[src/rtl/masked_serpar_buf.sv]
// Serial-to-parallel block buffer for a masked cipher core: loads NW words, hands the block to the core, then streams the result back out MSW first.
// Latency: last input word -> core_start 1 cycle; core_done -> first out_valid 1 cycle. Backpressure: in_ready only in LOAD, out_valid holds while out_ready=0.
// Build option SERPAR_CLR_ON_READ_EN: unload shifts in zeros (share erasure) instead of rotating the emitted word back in.
module masked_serpar_buf #(
   parameter int BLK_W = 128,
   parameter int NSEG  = 7,
   parameter int BUS_W = 8,
   localparam int TOT  = BLK_W * NSEG,
   localparam int NW   = TOT / BUS_W,
   localparam int CW   = $clog2(NW + 1)
) (
   input  logic             clk,
   input  logic             rst_n,
   input  logic [BUS_W-1:0] in_data,
   input  logic             in_valid,
   output logic             in_ready,
   output logic [TOT-1:0]   core_data,
   output logic             core_start,
   input  logic [TOT-1:0]   core_result,
   input  logic             core_done,
   output logic [BUS_W-1:0] out_data,
   output logic             out_valid,
   input  logic             out_ready,
   input  logic             flush,
   output logic [CW-1:0]    cnt
);

   typedef enum logic [1:0] {LOAD, FULL, BUSY, UNLOAD} state_t;

   localparam logic [CW-1:0] LAST = CW'(NW - 1);

   state_t           state_q, state_d;
   logic [TOT-1:0]   blk_q, blk_d;
   logic [CW-1:0]    cnt_q, cnt_d;
   logic [BUS_W-1:0] fill;

   always_ff @(posedge clk or negedge rst_n) begin
      if (!rst_n) begin
         state_q <= LOAD;
         blk_q   <= '0;
         cnt_q   <= '0;
      end else begin
         state_q <= state_d;
         blk_q   <= blk_d;
         cnt_q   <= cnt_d;
      end
   end

`ifdef SERPAR_CLR_ON_READ_EN
   assign fill = '0;
`else
   assign fill = blk_q[TOT-1 -: BUS_W];
`endif

   always_comb begin
      state_d = state_q;
      blk_d   = blk_q;
      cnt_d   = cnt_q;
      case (state_q)
         LOAD: begin
            if (in_valid) begin
               blk_d = {blk_q[TOT-BUS_W-1:0], in_data};
               if (cnt_q == LAST) begin
                  cnt_d   = '0;
                  state_d = FULL;
               end else begin
                  cnt_d = cnt_q + CW'(1);
               end
            end
         end
         FULL: state_d = BUSY;
         BUSY: begin
            if (core_done) begin
               blk_d   = core_result;
               state_d = UNLOAD;
            end
         end
         UNLOAD: begin
            if (out_ready) begin
               blk_d = {blk_q[TOT-BUS_W-1:0], fill};
               if (cnt_q == LAST) begin
                  cnt_d   = '0;
                  state_d = LOAD;
               end else begin
                  cnt_d = cnt_q + CW'(1);
               end
            end
         end
         default: state_d = LOAD;
      endcase
      // flush overrides every transfer, including the core handoff
      if (flush) begin
         state_d = LOAD;
         cnt_d   = '0;
         blk_d   = '0;
      end
   end

   assign in_ready   = rst_n && (state_q == LOAD);
   assign core_start = (state_q == FULL) && !flush;
   assign out_valid  = (state_q == UNLOAD);
   assign out_data   = blk_q[TOT-1 -: BUS_W];
   assign core_data  = blk_q;
   assign cnt        = cnt_q;

endmodule

[config.mk]
export PLATFORM = sky130hd
export DESIGN_NAME = masked_serpar_buf
export DESIGN_NICKNAME = d
export VERILOG_FILES = /design/src/rtl/masked_serpar_buf.sv
export SDC_FILE = /design/constraint.sdc
export NUM_CORES = 2
export LEC_CHECK = 0
export ABC_AREA = 1
export CORE_AREA = 2 2 716 718
export CTS_CLUSTER_DIAMETER = 200
export CTS_CLUSTER_SIZE = 24
export DETAILED_ROUTE_END_ITERATION = 7
export DIE_AREA = 0 0 718 720
export DONT_BUFFER_PORTS = 1
export GPL_TIMING_DRIVEN = 0
export PLACE_DENSITY = 0.3
export SETUP_SLACK_MARGIN = 0.05
export SYNTH_ARGS = -nofsm -noshare
export SYNTH_HDL_FRONTEND = slang
export SYNTH_SLANG_ARGS = --single-unit
[constraint.sdc]
create_clock -name clk -period 2.3 [get_ports clk]
set_clock_uncertainty 0.05 [all_clocks]
set_input_delay 0.46 -clock clk [delete_from_list [all_inputs] [get_ports clk]]
set_output_delay 0.46 -clock clk [all_outputs]
set_load 0.03 [all_outputs]
==> results.py <==
metrics = {
    "outcome": {
        "outcome": "complete, but fails checks",
        "violations": "negative hold slack, negative setup slack",
    },
    "final_layout": {
        "stdcell_area_sq_mm": 0.06935,
        "final_nets": 7917,
        "drive_above_1_share": 0.1087,
        "area_delta_synth_final_pct": 50.91,
        "final_common_cell": "o21ai_1",
        "fillers": 58620,
        "utilization": 0.1364,
        "final_cell_mix": "920 x o21ai_1, 903 x nand2_1, 901 x inv_1, 888 x dfrtp_1, 883 x nand3_1",
    },
    "worst_setup_path": {
        "critPathMaxFanout": 10,
        "end_kind": "flip-flop",
        "critPathLaunchType": "flip-flop",
        "crit_required_ns": 2.91,
        "reg2reg_slack_ns": -0.23,
        "critPathKind": "reg2reg",
        "rr_worst_depth": 13,
        "arrival_ns": 3.14,
        "regToRegEndpoint": "core_data[562]",
        "r2r-start": "state_q[0]",
    },
    "pwr": {
        "power.density_mw_per_mm2": 1211,
        "seq_power_share": 0.482,
        "intPower_mw": 35.16,
        "power_frac_clock": 0.124,
        "p_sw_mw": 48.86,
        "peakVddDrop_mv": 0.5977,
        "p_leak_nw": 25.27,
        "sw_frac_of_total": 0.5815,
        "p_comb_frac": 0.393,
    },
    "placed_design": {
        "place_ws_ns": -3.274,
        "dpl.hpwl_microns": 398800,
        "place_congestion": 1.011,
        "numPortBuffers": 0,
        "placed_area_sq_mm": 0.05466,
    },
    "timing": {
        "rsz0062_at_grt": "yes",
        "slew_headroom": 0.1903,
        "worst_pin_slew_ns": 1.215,
        "drv_slew": 0,
        "final-setup-viol-count": 851,
        "period_needed_ns": 2.534,
        "fin_crit_sh": 1.102,
        "holdWs_ns": -0.6885,
        "worst_slack_ns": -0.2337,
        "fmax_ghz": 0.3947,
        "hold_viol": 418,
    },
    "floorplanning": {
        "dieArea_sq_mm": 0.5170,
        "chipWidth_microns": 718,
        "die_y_microns": 720,
        "pin_count": 1824,
        "num_rows": 262,
        "initial_core_util": 0.09039,
        "core_area_sq_mm": 0.5084,
    },
    "cts": {
        "insertion_delay_ns": 0.78,
        "clk_path_buf_depth": 3,
        "root_buffer": "clkbuf_16",
        "cts_tree": "done",
        "htree_levels": 2,
        "clock-sinks": 905,
        "cts_buffers": 44,
        "path_clk_slew_ns": 0.12,
    },
    "grt": {
        "track_usage": 0.1725,
        "grt_pass1_wl_microns": 584000,
        "use_met2": 0.2883,
        "grt_pass1_vias": 49950,
        "grt-ovfl-total": 0,
        "grt_max_degree": 158,
        "antenna_found_initial": 330,
        "met3_usage": 0.05675,
        "grt_busiest_layer": "met2",
        "use_met1": 0.2073,
    },
    "routing": {
        "wl_per_cell_microns": 33.59,
        "drtIter0Drc": 5409,
        "drc": 0,
        "firstDrtPassIters": 6,
        "antenna_left": 0,
        "num_vias": 51370,
        "viasPerCell": 3.686,
        "wirelength_microns": 468300,
    },
    "synth": {
        "yosys.area_share.simple": 0.1784,
        "synth_area_sq_mm": 0.04596,
        "synth_top_family_by_area": "compound AO/OA/AOI/OAI gates",
        "ys_types": 25,
        "synth_fa_ha_area_frac": 0.001361,
        "synth_mux_area_frac": 0,
        "postSynthAreaPerCell_sq_um": 7.658,
        "syn_nets": 6916,
        "synth-compound-area-share": 0.1967,
        "yosysSeqAreaShare": 0.4928,
        "synth-seq-cells": 905,
        "syn_inst": 6001,
        "yosys_warnings": 0,
        "synthXorXnorAreaFrac": 0,
    },
    "worst_hold_path": {
        "hp-class": "in2async",
    },
    "flow_run": {
        "cap_violations": 0,
    },
}
worst max path at each step:
stage                           from             end  slack (ns)
after floorplan           state_q[0]  core_data[835]        0.35
after global placement    state_q[0]  core_data[248]       -4.16
after detailed placement  state_q[0]  core_data[248]       -3.27
after CTS                 state_q[0]  core_data[248]       -0.31
after global routing      state_q[0]  core_data[698]       -0.30
final                     state_q[0]  core_data[562]       -0.23
stage by stage:
stage	hold WS (ns)	total power, mW	cells	setup TNS, ns
floorplan	0.1144	47.73	6001	0
global placement	0.1426	66.43	12730	-2298.72
detailed placement	0.1159	66.61	12740	-1715.34
CTS	-0.8283	82.68	13690	-162.55
global route	-0.7856	87.95	13830	-163.94
finish	-0.6885	84.02	13940	-73.38
final cells by class:
type	instances	area (sq um)	area share
clock inverters	6	58.81	0.0008479
repair buffers	962	10650	0.1535
plain buffers	498	4279	0.06170
flip-flops and latches	905	22670	0.3269
clock buffers	46	1130	0.01629
inverters	906	3408	0.04914
multi-input cells	3685	18240	0.2630
well taps	6732	8423	0.1215
diodes	199	498.0	0.007180
synth_stat cells:
| library cell | number | area (sq um) |
|---|---|---|
| ha_1 | 5 | 62.56 |
| o21ai_2 | 1 | 8.760 |
| nand3_1 | 897 | 4489 |
| inv_2 | 3 | 11.26 |
| a21oi_1 | 2 | 10.01 |
| clkbuf_4 | 1 | 7.510 |
| buf_2 | 192 | 960.9 |
| o21ai_4 | 1 | 16.27 |
| nor2_2 | 1 | 6.260 |
| nand2_1 | 960 | 3603 |
| nand3_2 | 1 | 10.01 |
| buf_4 | 65 | 488.0 |
| o211ai_1 | 1 | 7.510 |
| o21ai_0 | 855 | 4279 |
| o21ai_1 | 933 | 4669 |
| clkbuf_1 | 191 | 716.9 |
| nand4_1 | 3 | 18.77 |
| nor3_1 | 2 | 10.01 |
| nand2_2 | 1 | 6.260 |
| dfrtp_1 | 905 | 22650 |
| a31oi_1 | 8 | 50.05 |
| inv_1 | 903 | 3390 |
| buf_1 | 26 | 97.59 |
| nor2_1 | 14 | 52.55 |
| buf_6 | 30 | 337.8 |
power groups by stage:
stage          registers [mW]  clock network, mW  logic (mW)
2_1_floorplan            33.2                  0        14.5
3_3_place_gp             41.3                  0        25.2
3_5_place_dp             41.2                  0        25.4
4_1_cts                  40.9               11.0        30.7
5_1_grt                  41.0               11.3        35.7
6_report                 40.5               10.5        33.0
critical path, cell delays in order (launching register included):
cell and delay [ns]:
dfrtp_2 0.45, inv_2 0.09, ha_4 0.15, buf_12 0.17, buf_6 0.12, nand2_4 0.05
o21ai_4 0.18, nor2_4 0.08, buf_12 0.15, buf_16 0.16, buf_16 0.23, buf_4 0.18
nand2_2 0.14, o21ai_1 0.08
per-layer routing:
layer  up-vias  part of all wire
met5         -            0.0020
met4       140             0.038
met3       738             0.091
met2      2675              0.47
met1     25960              0.40
li1      21870                 -
timing repair:
item,CTS,global route
setup buffers,34,26
endpoints found under the hold margin,1191,425
hold buffers,850,7
pin swaps,48,54
endpoints found under the setup margin,950,1027
resized for setup,531,496
gates cloned,17,24
flip-flops by register name, summed over array words and instances, names as in the netlist:
register,count
core_data,896
cnt,7
state_q,2
cells by family (layout without fill, tap and decap cells):
logic type | after synthesis | in the layout
flip-flops | 905 | 905
AO/OA/AOI/OAI | 1801 | 1801
buffers and inverters | 1411 | 2418
other | 0 | 199
adder cells (fa/ha/maj) | 5 | 5
AND/OR/NAND/NOR | 1879 | 1879
Power figures use the tool's default switching activity.
